===== src/rtl/masked_gf16_inverter_stream.sv =====
// masked_gf16_inverter_stream
//   Domain-oriented-masked (DOM) inverter over GF(2^4), built as the Canright
//   normal-basis tower GF((2^2)^2). It has a valid/ready stream interface.
//   When the output is held, the whole pipeline stalls.
//   Per share the nibble is {A[1:0], B[1:0]}. The inverse is computed as
//     E = sq(N*(A^B)^2 ^ A*B),  out = {B*E, A*E}
//   The squaring in GF(2^2) is a bit swap, so it stays linear per share.
//
// Configuration macro: OUTPUT_REFRESH_EN
//   Adds _RxDI and a third register stage that re-randomises the output
//   shares. This makes the latency 3 and RndUsexSO 3 bits wide.
//
// Ports
//   ClkxCI       clock, rising edge
//   RstxBI       asynchronous reset, active low
//   _XxDI        input shares, share i at [4i+3:4i]
//   InValidxSI   input valid
//   InReadyxSO   input ready (equals the pipeline advance)
//   _Zmul1xDI    fresh masks for E = N(A^B)^2 ^ A*B
//   _Zmul2xDI    fresh masks for A*E
//   _Zmul3xDI    fresh masks for B*E
//   _RxDI        refresh masks (only with OUTPUT_REFRESH_EN)
//   RndUsexSO    per-stage randomness-consumed strobes
//   _QxDO        output shares {B*E, A*E}
//   OutValidxSO  output valid
//   OutReadyxSI  downstream ready
//   OccxSO       number of valid items in flight
module masked_gf16_inverter_stream #(
  parameter int SHARES = 2,
  localparam int ZW = SHARES * (SHARES - 1)
) (
  input  logic                  ClkxCI,
  input  logic                  RstxBI,
  input  logic [4*SHARES-1:0]   _XxDI,
  input  logic                  InValidxSI,
  output logic                  InReadyxSO,
  input  logic [ZW-1:0]         _Zmul1xDI,
  input  logic [ZW-1:0]         _Zmul2xDI,
  input  logic [ZW-1:0]         _Zmul3xDI,
`ifdef OUTPUT_REFRESH_EN
  input  logic [4*(SHARES-1)-1:0] _RxDI,
  output logic [2:0]            RndUsexSO,
`else
  output logic [1:0]            RndUsexSO,
`endif
  output logic [4*SHARES-1:0]   _QxDO,
  output logic                  OutValidxSO,
  input  logic                  OutReadyxSI,
  output logic [1:0]            OccxSO
);

  // GF(2^2) multiply in the normal basis {W^2, W}
  function automatic logic [1:0] gf4Mul(input logic [1:0] x, input logic [1:0] y);
    logic e;
    e = (x[1] ^ x[0]) & (y[1] ^ y[0]);
    return {(x[1] & y[1]) ^ e, (x[0] & y[0]) ^ e};
  endfunction

  function automatic logic [1:0] gf4Sq(input logic [1:0] x);
    return {x[0], x[1]};
  endfunction

  // N * x^2 with N = W^2
  function automatic logic [1:0] gf4SqScl(input logic [1:0] x);
    return {x[1], x[1] ^ x[0]};
  endfunction

  // Each unordered share pair (lo<hi) owns one 2-bit slice of a mask bus
  function automatic int pairIdx(input int lo, input int hi);
    return lo * SHARES - (lo * (lo + 1)) / 2 + (hi - lo - 1);
  endfunction

  logic adv, accept;
  logic v1Q, v2Q;
  logic [SHARES-1:0][1:0] aD, bD, innerD;
  logic [SHARES-1:0][SHARES-1:0][1:0] crossD;
  logic [SHARES-1:0][1:0] s1AQ, s1BQ, s1InnerQ;
  logic [SHARES-1:0][SHARES-1:0][1:0] s1CrossQ;
  logic [SHARES-1:0][1:0] eShare;
  logic [SHARES-1:0][1:0] aeInnerD, beInnerD, aeInnerQ, beInnerQ;
  logic [SHARES-1:0][SHARES-1:0][1:0] aeCrossD, beCrossD, aeCrossQ, beCrossQ;
  logic [4*SHARES-1:0] qComp;

  assign adv        = ~OutValidxSO | OutReadyxSI;
  assign accept     = InValidxSI & adv;
  assign InReadyxSO = adv;

  // Stage-1 inputs: split the shares, and form the inner term
  // N(A_i^B_i)^2 ^ A_i*B_i plus the masked cross products A_i*B_j.
  // Diagonal cross entries stay zero so the compression can XOR whole rows.
  always_comb begin
    aD     = '0;
    bD     = '0;
    innerD = '0;
    crossD = '0;
    for (int i = 0; i < SHARES; i++) begin
      aD[i] = _XxDI[4*i+2 +: 2];
      bD[i] = _XxDI[4*i +: 2];
    end
    for (int i = 0; i < SHARES; i++) begin
      innerD[i] = gf4SqScl(aD[i] ^ bD[i]) ^ gf4Mul(aD[i], bD[i]);
      for (int j = 0; j < SHARES; j++) begin
        if (i < j)
          crossD[i][j] = gf4Mul(aD[i], bD[j]) ^ _Zmul1xDI[2*pairIdx(i, j) +: 2];
        else if (i > j)
          crossD[i][j] = gf4Mul(aD[i], bD[j]) ^ _Zmul1xDI[2*pairIdx(j, i) +: 2];
      end
    end
  end

  // Stage-2 inputs: compress E per domain from registered terms only.
  // Invert it by squaring, then build the DOM terms of A*E and B*E.
  always_comb begin
    eShare   = '0;
    aeInnerD = '0;
    beInnerD = '0;
    aeCrossD = '0;
    beCrossD = '0;
    for (int i = 0; i < SHARES; i++) begin
      logic [1:0] theta;
      theta = s1InnerQ[i];
      for (int j = 0; j < SHARES; j++)
        theta = theta ^ s1CrossQ[i][j];
      eShare[i] = gf4Sq(theta);
    end
    for (int i = 0; i < SHARES; i++) begin
      aeInnerD[i] = gf4Mul(s1AQ[i], eShare[i]);
      beInnerD[i] = gf4Mul(s1BQ[i], eShare[i]);
      for (int j = 0; j < SHARES; j++) begin
        if (i < j) begin
          aeCrossD[i][j] = gf4Mul(s1AQ[i], eShare[j]) ^ _Zmul2xDI[2*pairIdx(i, j) +: 2];
          beCrossD[i][j] = gf4Mul(s1BQ[i], eShare[j]) ^ _Zmul3xDI[2*pairIdx(i, j) +: 2];
        end else if (i > j) begin
          aeCrossD[i][j] = gf4Mul(s1AQ[i], eShare[j]) ^ _Zmul2xDI[2*pairIdx(j, i) +: 2];
          beCrossD[i][j] = gf4Mul(s1BQ[i], eShare[j]) ^ _Zmul3xDI[2*pairIdx(j, i) +: 2];
        end
      end
    end
  end

  // Per-domain compression of the stage-2 registers into output shares.
  // The B*E product goes in the high half of each share nibble.
  always_comb begin
    qComp = '0;
    for (int i = 0; i < SHARES; i++) begin
      logic [1:0] qa, qb;
      qa = aeInnerQ[i];
      qb = beInnerQ[i];
      for (int j = 0; j < SHARES; j++) begin
        qa = qa ^ aeCrossQ[i][j];
        qb = qb ^ beCrossQ[i][j];
      end
      qComp[4*i +: 4] = {qb, qa};
    end
  end

  // The valid flags shift only on advance. Data registers load only when
  // their stage's randomness strobe fires, so a bubble never consumes masks.
  always_ff @(posedge ClkxCI or negedge RstxBI) begin
    if (!RstxBI) begin
      v1Q      <= 1'b0;
      v2Q      <= 1'b0;
      s1AQ     <= '0;
      s1BQ     <= '0;
      s1InnerQ <= '0;
      s1CrossQ <= '0;
      aeInnerQ <= '0;
      beInnerQ <= '0;
      aeCrossQ <= '0;
      beCrossQ <= '0;
    end else if (adv) begin
      v1Q <= accept;
      v2Q <= v1Q;
      if (accept) begin
        s1AQ     <= aD;
        s1BQ     <= bD;
        s1InnerQ <= innerD;
        s1CrossQ <= crossD;
      end
      if (v1Q) begin
        aeInnerQ <= aeInnerD;
        beInnerQ <= beInnerD;
        aeCrossQ <= aeCrossD;
        beCrossQ <= beCrossD;
      end
    end
  end

`ifdef OUTPUT_REFRESH_EN
  logic v3Q;
  logic [4*SHARES-1:0] qRefD, qRefQ;

  // Ring refresh: R[i] is added to shares i and i+1, so it cancels in the
  // XOR of all shares. The two end shares see only one R term.
  always_comb begin
    qRefD = qComp;
    for (int i = 0; i < SHARES - 1; i++) begin
      qRefD[4*i +: 4]     = qRefD[4*i +: 4] ^ _RxDI[4*i +: 4];
      qRefD[4*(i+1) +: 4] = qRefD[4*(i+1) +: 4] ^ _RxDI[4*i +: 4];
    end
  end

  // Output refresh register. It follows the same advance/strobe rule.
  always_ff @(posedge ClkxCI or negedge RstxBI) begin
    if (!RstxBI) begin
      v3Q   <= 1'b0;
      qRefQ <= '0;
    end else if (adv) begin
      v3Q <= v2Q;
      if (v2Q)
        qRefQ <= qRefD;
    end
  end

  assign OutValidxSO = v3Q;
  assign _QxDO       = qRefQ;
  assign RndUsexSO   = {adv & v2Q, adv & v1Q, accept};
  assign OccxSO      = {1'b0, v1Q} + {1'b0, v2Q} + {1'b0, v3Q};
`else
  assign OutValidxSO = v2Q;
  assign _QxDO       = qComp;
  assign RndUsexSO   = {adv & v1Q, accept};
  assign OccxSO      = {1'b0, v1Q} + {1'b0, v2Q};
`endif

endmodule


===== config.mk =====
export PLATFORM = sky130hd
export DESIGN_NAME = masked_gf16_inverter_stream
export DESIGN_NICKNAME = d
export VERILOG_FILES = /design/src/rtl/masked_gf16_inverter_stream.sv
export SDC_FILE = /design/constraint.sdc
export NUM_CORES = 1
export LEC_CHECK = 0
export CORE_MARGIN = 5
export CORE_UTILIZATION = 35
export DETAILED_ROUTE_END_ITERATION = 6
export SLEW_MARGIN = 25
export SYNTH_ARGS = -nofsm -noshare
export SYNTH_HDL_FRONTEND = slang
export SYNTH_SLANG_ARGS = --single-unit

===== constraint.sdc =====
create_clock -name ClkxCI -period 3.7 [get_ports ClkxCI]
set_input_delay 0.74 -clock ClkxCI [delete_from_list [all_inputs] [get_ports ClkxCI]]
set_output_delay 0.74 -clock ClkxCI [all_outputs]
set_load 0.02 [all_outputs]

==> run_results.csv, run 1 <==
group,metric,value,unit
outcome,status,"finished, final reports clean",
worst_setup_path,critical_path_class,"in2out",
power_and_ir_drop,p_clk_share,14.1,%
cells_and_area,nNetsFinal,294,
power_and_ir_drop,power.switching,0.864,mW
timing,tightestPinTransition,1.01,ns
logic_synthesis,synth_edf_count,0,
cells_and_area,n_antenna_cell,0,
logic_synthesis,synth_cell_type_count,35,
floorplanning,io_pins,32,
global_routing,grt_pass1_wl,8730,µm
detailed_routing,route.detailed.drc,0,
min_path,hold_class,"reg2reg",
timing,fin_skew,0.00553,ns
power_and_ir_drop,p_comb_share,54.4,%
clock_tree,cts_tree,"built",
clock_tree,htree_levels,2,
logic_synthesis,synth-seq-area-share,37.2,%
power_and_ir_drop,pwr-share-seq,31.5,%
global_routing,grt_pass1_vias,1722,
placed_design,io_buffers,31,
logic_synthesis,synth_top_area_share,37.2,%
worst_setup_path,worstPathMaxFanout,7,
timing,maxSlewHeadroom,32.1,%
power_and_ir_drop,leakagePower,1.19,nW
clock_tree,cts_resized,0,
cells_and_area,num-fill-cells,613,
power_and_ir_drop,vdd_drop_max,336,µV
logic_synthesis,syn_nets,263,
detailed_routing,drt-total-wl,4990,µm
logic_synthesis,ys_top_cells_by_area,"dfrtp_1 37%, xnor2_1 6.9%, o21ai_0 4.8%",
logic_synthesis,synth_ff_type,"dfrtp_1",
worst_setup_path,arrival,2.31,ns
timing,timing.setup.tns,0,ns
placed_design,place_ws,0.636,ns
timing,final.min_clock_period,3.05,ns
floorplanning,die_w,90.8,µm
timing,slew_violations,0,
logic_synthesis,avgSynthCellArea,9.52,µm²
logic_synthesis,synth_top_area_cell,"dfrtp_1",
clock_tree,hold_buffers,0,
cells_and_area,drive_above_1_share,8.82,%
global_routing,grt_max_degree,35,
clock_tree,cts_root_buffer,"clkbuf_8",
floorplanning,die_area,8240,µm²
logic_synthesis,synth_area,2280,µm²
detailed_routing,routedWlPerCell,14.3,µm
cells_and_area,area_growth,21.1,%
clock_tree,insertion_delay,0.29,ns
timing,max_freq,0.328,GHz
logic_synthesis,yosysMostFrequentCell,"dfrtp_1",
power_and_ir_drop,powerDensity,730,nW/µm²
power_and_ir_drop,sw_frac_of_total,42.8,%
detailed_routing,first_pass_iters,4,
power_and_ir_drop,total_power,2.02,mW
worst_setup_path,critPathRequiredTime,2.96,ns
floorplanning,chipHeight,90.8,µm
floorplanning,start_util,36.0,%
detailed_routing,ant_nets,0,
min_path,hp-start,"beInnerQ[2]",
clock_tree,clkTransAtPathRegs,0.06,ns
placed_design,dpl_cell_area,2680,µm²
clock_tree,clockBufferDepth,2,
timing,finalHoldViolations,0,
placed_design,gp_congestion,0.786,
global_routing,grt-ovfl-total,0,
floorplanning,num_rows,29,
placed_design,place_hpwl,3840,µm
detailed_routing,vias_per_cell,5.18,
logic_synthesis,synth_commonest_cells,"34 x dfrtp_1, 27 x nand2_1, 22 x o21ai_0, 18 x xnor2_1, 13 x nor2_1",
logic_synthesis,synth-seq-cells,34,
timing,min_period_over_period,82.3,%
timing,fin_ws,0.653,ns
floorplanning,coreArea,6350,µm²
worst_setup_path,critPathCaptureType,"output port",
global_routing,antenna_found_initial,0,
flow_run,cap_violations,0,
clock_tree,cts_buffers,5,
worst_setup_path,r2r_start,"s1CrossQ[4]",
logic_synthesis,yosysWarningCount,0,
clock_tree,cts_sinks,34,
cells_and_area,stdcell_area,2770,µm²
clock_tree,cts_setup_buffers,0,
timing,rsz0062_at_grt,"false",
cells_and_area,multiInputGateArea,1360,µm²
cells_and_area,regArea,851,µm²
power_and_ir_drop,intPower,1.16,mW
global_routing,grt_util_all_layers,12.8,%
detailed_routing,vias,1809,
worst_setup_path,start_kind,"primary input",
timing,setup_viol,0,
logic_synthesis,synthCells,240,
detailed_routing,drtIter0Drc,108,
logic_synthesis,synthArstFlopShare,100,%
worst_setup_path,crit_path_start,"OutReadyxSI",
-- state kept, by name (all words and copies together) (netlist names) --
name and flops:
OutValidxSO 1, aeCrossQ 4, aeInnerQ 4, beCrossQ 4
beInnerQ 4, s1AQ 4, s1BQ 4, s1CrossQ 4
s1InnerQ 4, v1Q 1
-- power groups by stage --
stage | Clock, mW | Sequential, mW | Combinational, mW
after global placement | 0 | 0.640 | 1.10
after floorplan | 0 | 0.606 | 0.775
after CTS | 0.294 | 0.638 | 1.11
after global routing | 0.311 | 0.658 | 1.22
final | 0.284 | 0.637 | 1.10
after detailed placement | 0 | 0.646 | 1.11
-- cells by family (layout without fill, tap and decap cells) --
kind of cell / Yosys count / count (layout) / share of synthesized area [%]
mux: 8 / 8 / 3.83
buf+inv: 19 / 51 / 3.45
xor+xnor: 40 / 40 / 19.7
flops: 34 / 34 / 37.2
simple gates: 68 / 68 / 13.5
fa+ha+maj: 5 / 5 / 2.74
compound gates: 66 / 66 / 19.6
-- worst paths after layout --
check | to | slack [ns] | cells past startpoint
setup / recovery | RndUsexSO[0] | 0.65 | 5
hold / removal | beInnerQ[2] | 0.50 | 2
setup reg to reg | aeCrossQ[2] | 1.68 | 4
hold reg to reg | beInnerQ[2] | 0.50 | 2
max in group asynchronous | beInnerQ[3] | 2.51 | 2
min in group asynchronous | s1InnerQ[1] | 0.86 | 2
-- per-stage QoR --
step	std cells	utilization [%]	hold slack, ns
2_1_floorplan	240	-	0.444
3_3_place_gp	341	42.1	0.480
3_5_place_dp	341	42.1	0.490
4_1_cts	349	43.6	0.505
5_1_grt	349	43.6	0.531
6_report	349	43.6	0.498
-- worst max-delay path, stage by stage --
cell             delay, ns
clkdlybuf4s50_1       0.45
nand2b_1              0.19
nand2_1               0.09
inv_1                 0.19
clkdlybuf4s50_1       0.64
-- layer usage --
| layer | GRT usage (%) | part of all wire, % |
|---|---|---|
| met1 | 17.7 | 48 |
| met2 | 20.0 | 46 |
| met3 | 2.92 | 4.1 |
| met4 | 3.55 | 1.1 |
| met5 | 0 | 0 |
-- cells in the final DEF, fill, tap and decap left out, types with 6 or more instances in the layout --
master,synthesis,layout
clkdlybuf4s50_1,0,31
mux2_2,6,6
o211a_1,6,6
inv_1,7,7
o21ai_0,22,22
xor2_1,12,12
o31ai_1,8,8
xnor2_1,18,18
dfrtp_1,34,34
nand2_1,27,27
a211oi_1,7,7
nor3_1,11,11
nand3_1,7,7
nor2_1,13,13
a31oi_1,6,6
a21boi_0,7,7
clkbuf_8,0,6
-- layout make-up --
cell class | instances | share of cell area [%]
inverters | 7 | 0.949
flip-flops and latches | 34 | 30.7
well taps | 77 | 3.48
clock buffers | 7 | 3.12
repair buffers | 36 | 12.6
multi-input cells | 187 | 49.0
clock inverters | 1 | 0.181
(Power assumes the default switching activity.)
==> run 2: changes to the inputs <==
clock period = 2.9 ns   (was 3.7 ns; I/O delays follow)
==> run 2 against run 1 <==
Wire length fell by 0.16%. Clock power rose by 29%. Worst hold slack barely moved. Critical path type unchanged. Critical endpoint is now InReadyxSO. Largest power group unchanged.
==> run_results.csv, run 2 (synthesis results as in run 1) <==
group,metric,value,unit
timing,worst_hold_slack,0.498,ns
clock_tree,htree_levels,2,
timing,fin_skew,0.00336,ns
placed_design,dpl_cell_area,2700,µm²
floorplanning,die_w,90.8,µm
worst_setup_path,critPathSlowestCell,"clkdlybuf4s50_1",
worst_setup_path,regToRegSetupSlack,1.15,ns
power_and_ir_drop,p_clk_share,14.0,%
floorplanning,coreArea,6350,µm²
global_routing,grt_max_degree,35,
worst_setup_path,critPathCaptureType,"output port",
power_and_ir_drop,power.switching,1.11,mW
clock_tree,hold_buffers,0,
power_and_ir_drop,leakagePower,1.21,nW
worst_setup_path,path_cells,"clkdlybuf4s50_1 > nand2b_1 > buf_4 > clkdlybuf4s50_1",
timing,max_freq,0.386,GHz
min_path,whs_endpoint,"aeCrossQ[5]",
cells_and_area,final_cell_mix,"34 x dfrtp_1, 31 x clkdlybuf4s50_1, 27 x nand2_1",
detailed_routing,drt-total-wl,4990,µm
detailed_routing,first_pass_iters,4,
placed_design,io_buffers,31,
worst_setup_path,r2r.worst_path.cells,4,
clock_tree,clkTransAtPathRegs,0.07,ns
min_path,hp-start,"aeCrossQ[5]",
cells_and_area,area_growth,22.1,%
power_and_ir_drop,p_comb_share,54.9,%
floorplanning,io_pins,32,
flow_run,cap_violations,0,
clock_tree,cts_sinks,34,
clock_tree,cts_resized,0,
detailed_routing,vias,1773,
placed_design,gp_congestion,0.838,
timing,min_period_over_period,89.4,%
timing,maxSlewHeadroom,51.0,%
placed_design,place_hpwl,3910,µm
worst_setup_path,crit_family,"buffers and inverters",
worst_setup_path,cp_common_cell,"clkdlybuf4s50_1",
power_and_ir_drop,powerDensity,934,nW/µm²
detailed_routing,ant_nets,0,
worst_setup_path,worstPathMaxFanout,8,
global_routing,grt_pass1_vias,1725,
cells_and_area,final_common_cell,"dfrtp_1",
power_and_ir_drop,vdd_drop_max,432,µV
floorplanning,start_util,36.0,%
timing,tightestPinTransition,0.729,ns
global_routing,grt_pass1_wl,8710,µm
placed_design,place_ws,0.292,ns
clock_tree,clockBufferDepth,2,
cells_and_area,n_antenna_cell,0,
worst_setup_path,r2r_start,"s1CrossQ[3]",
timing,finalHoldViolations,0,
min_path,hold-path-cell-count,2,
power_and_ir_drop,sw_frac_of_total,42.6,%
power_and_ir_drop,intPower,1.50,mW
detailed_routing,drtIter0Drc,68,
timing,setup_viol,0,
detailed_routing,routedWlPerCell,14.2,µm
clock_tree,insertion_delay,0.28,ns
power_and_ir_drop,pwr-share-seq,31.1,%
worst_setup_path,start_kind,"primary input",
timing,final.min_clock_period,2.59,ns
cells_and_area,drive_above_1_share,9.82,%
global_routing,grt_util_all_layers,12.9,%
worst_setup_path,crit_buf_inv,3,
placed_design,place_inst,344,
worst_setup_path,slowest_delay,0.62,ns
clock_tree,cts_tree,"built",
global_routing,grt-ovfl-total,0,
timing,timing.setup.tns,0,ns
cells_and_area,nNetsFinal,297,
power_and_ir_drop,total_power,2.61,mW
detailed_routing,route.detailed.drc,0,
cells_and_area,stdcell_area,2790,µm²
global_routing,antenna_found_initial,0,
cells_and_area,final_cells,352,
floorplanning,die_area,8240,µm²
timing,fin_ws,0.308,ns
clock_tree,cts_root_buffer,"clkbuf_8",
min_path,hold_class,"reg2reg",
worst_setup_path,arrival,2.01,ns
worst_setup_path,critPathRequiredTime,2.32,ns
outcome,status,"finished, final reports clean",
worst_setup_path,path_depth,4,
clock_tree,cts_setup_buffers,0,
worst_setup_path,critical_path_class,"in2out",
timing,slew_violations,0,
timing,rsz0062_at_grt,"false",
floorplanning,chipHeight,90.8,µm
detailed_routing,vias_per_cell,5.04,
worst_setup_path,timing.rr.end,"beInnerQ[0]",
cells_and_area,final_util,43.9,%
clock_tree,cts_buffers,5,
floorplanning,num_rows,29,
-- run 2: changes by cell type in the layout (fill, tap and decap cells not counted) --
| cell | before | now |
|---|---|---|
| buf_4 | 5 | 8 |
-- run 2: how the worst max path moves through the flow --
stage	start	endpoint	slack, ns
finish	OutReadyxSI	InReadyxSO	0.31
global route	OutReadyxSI	RndUsexSO[1]	0.22
CTS	OutReadyxSI	RndUsexSO[1]	0.28
detailed placement	OutReadyxSI	RndUsexSO[1]	0.29
global placement	OutReadyxSI	InReadyxSO	0.27
floorplan	OutReadyxSI	RndUsexSO[1]	0.84
-- run 2: cell type report --
cell class	count	area, µm²
clock inverters	1	5.00
well taps	77	96.3
clock buffers	7	86.3
repair buffers	39	370
inverters	7	26.3
fillers	643	3560
multi-input cells	187	1360
flip-flops and latches	34	851
-- run 2: metal layers --
layer / up-vias / GRT usage [%] / routed length (µm)
met3: 6 / 3.75 / 209
li1: 924 / - / -
met4: 0 / 3.55 / 45
met1: 819 / 17.2 / 2420
met2: 24 / 20.2 / 2320
met5: - / 0 / 0
-- run 2: power groups by stage --
stage / sequential [mW] / clock [mW] / combinational [mW]
CTS: 0.814 / 0.378 / 1.45
floorplan: 0.773 / 0 / 0.989
global route: 0.838 / 0.402 / 1.57
global placement: 0.817 / 0 / 1.43
detailed placement: 0.824 / 0 / 1.44
finish: 0.811 / 0.366 / 1.43
-- run 2: tightest hold or removal path: stages (launching register included) --
cell	delay, ns
dfrtp_1	0.36
nand2_1	0.05
o31ai_1	0.05
==> run 3: changes to the inputs <==
TNS_END_PERCENT = 50   (was default)
==> results of run 3 <==
The final DEF is identical to that of run 2; final timing and power are the same.
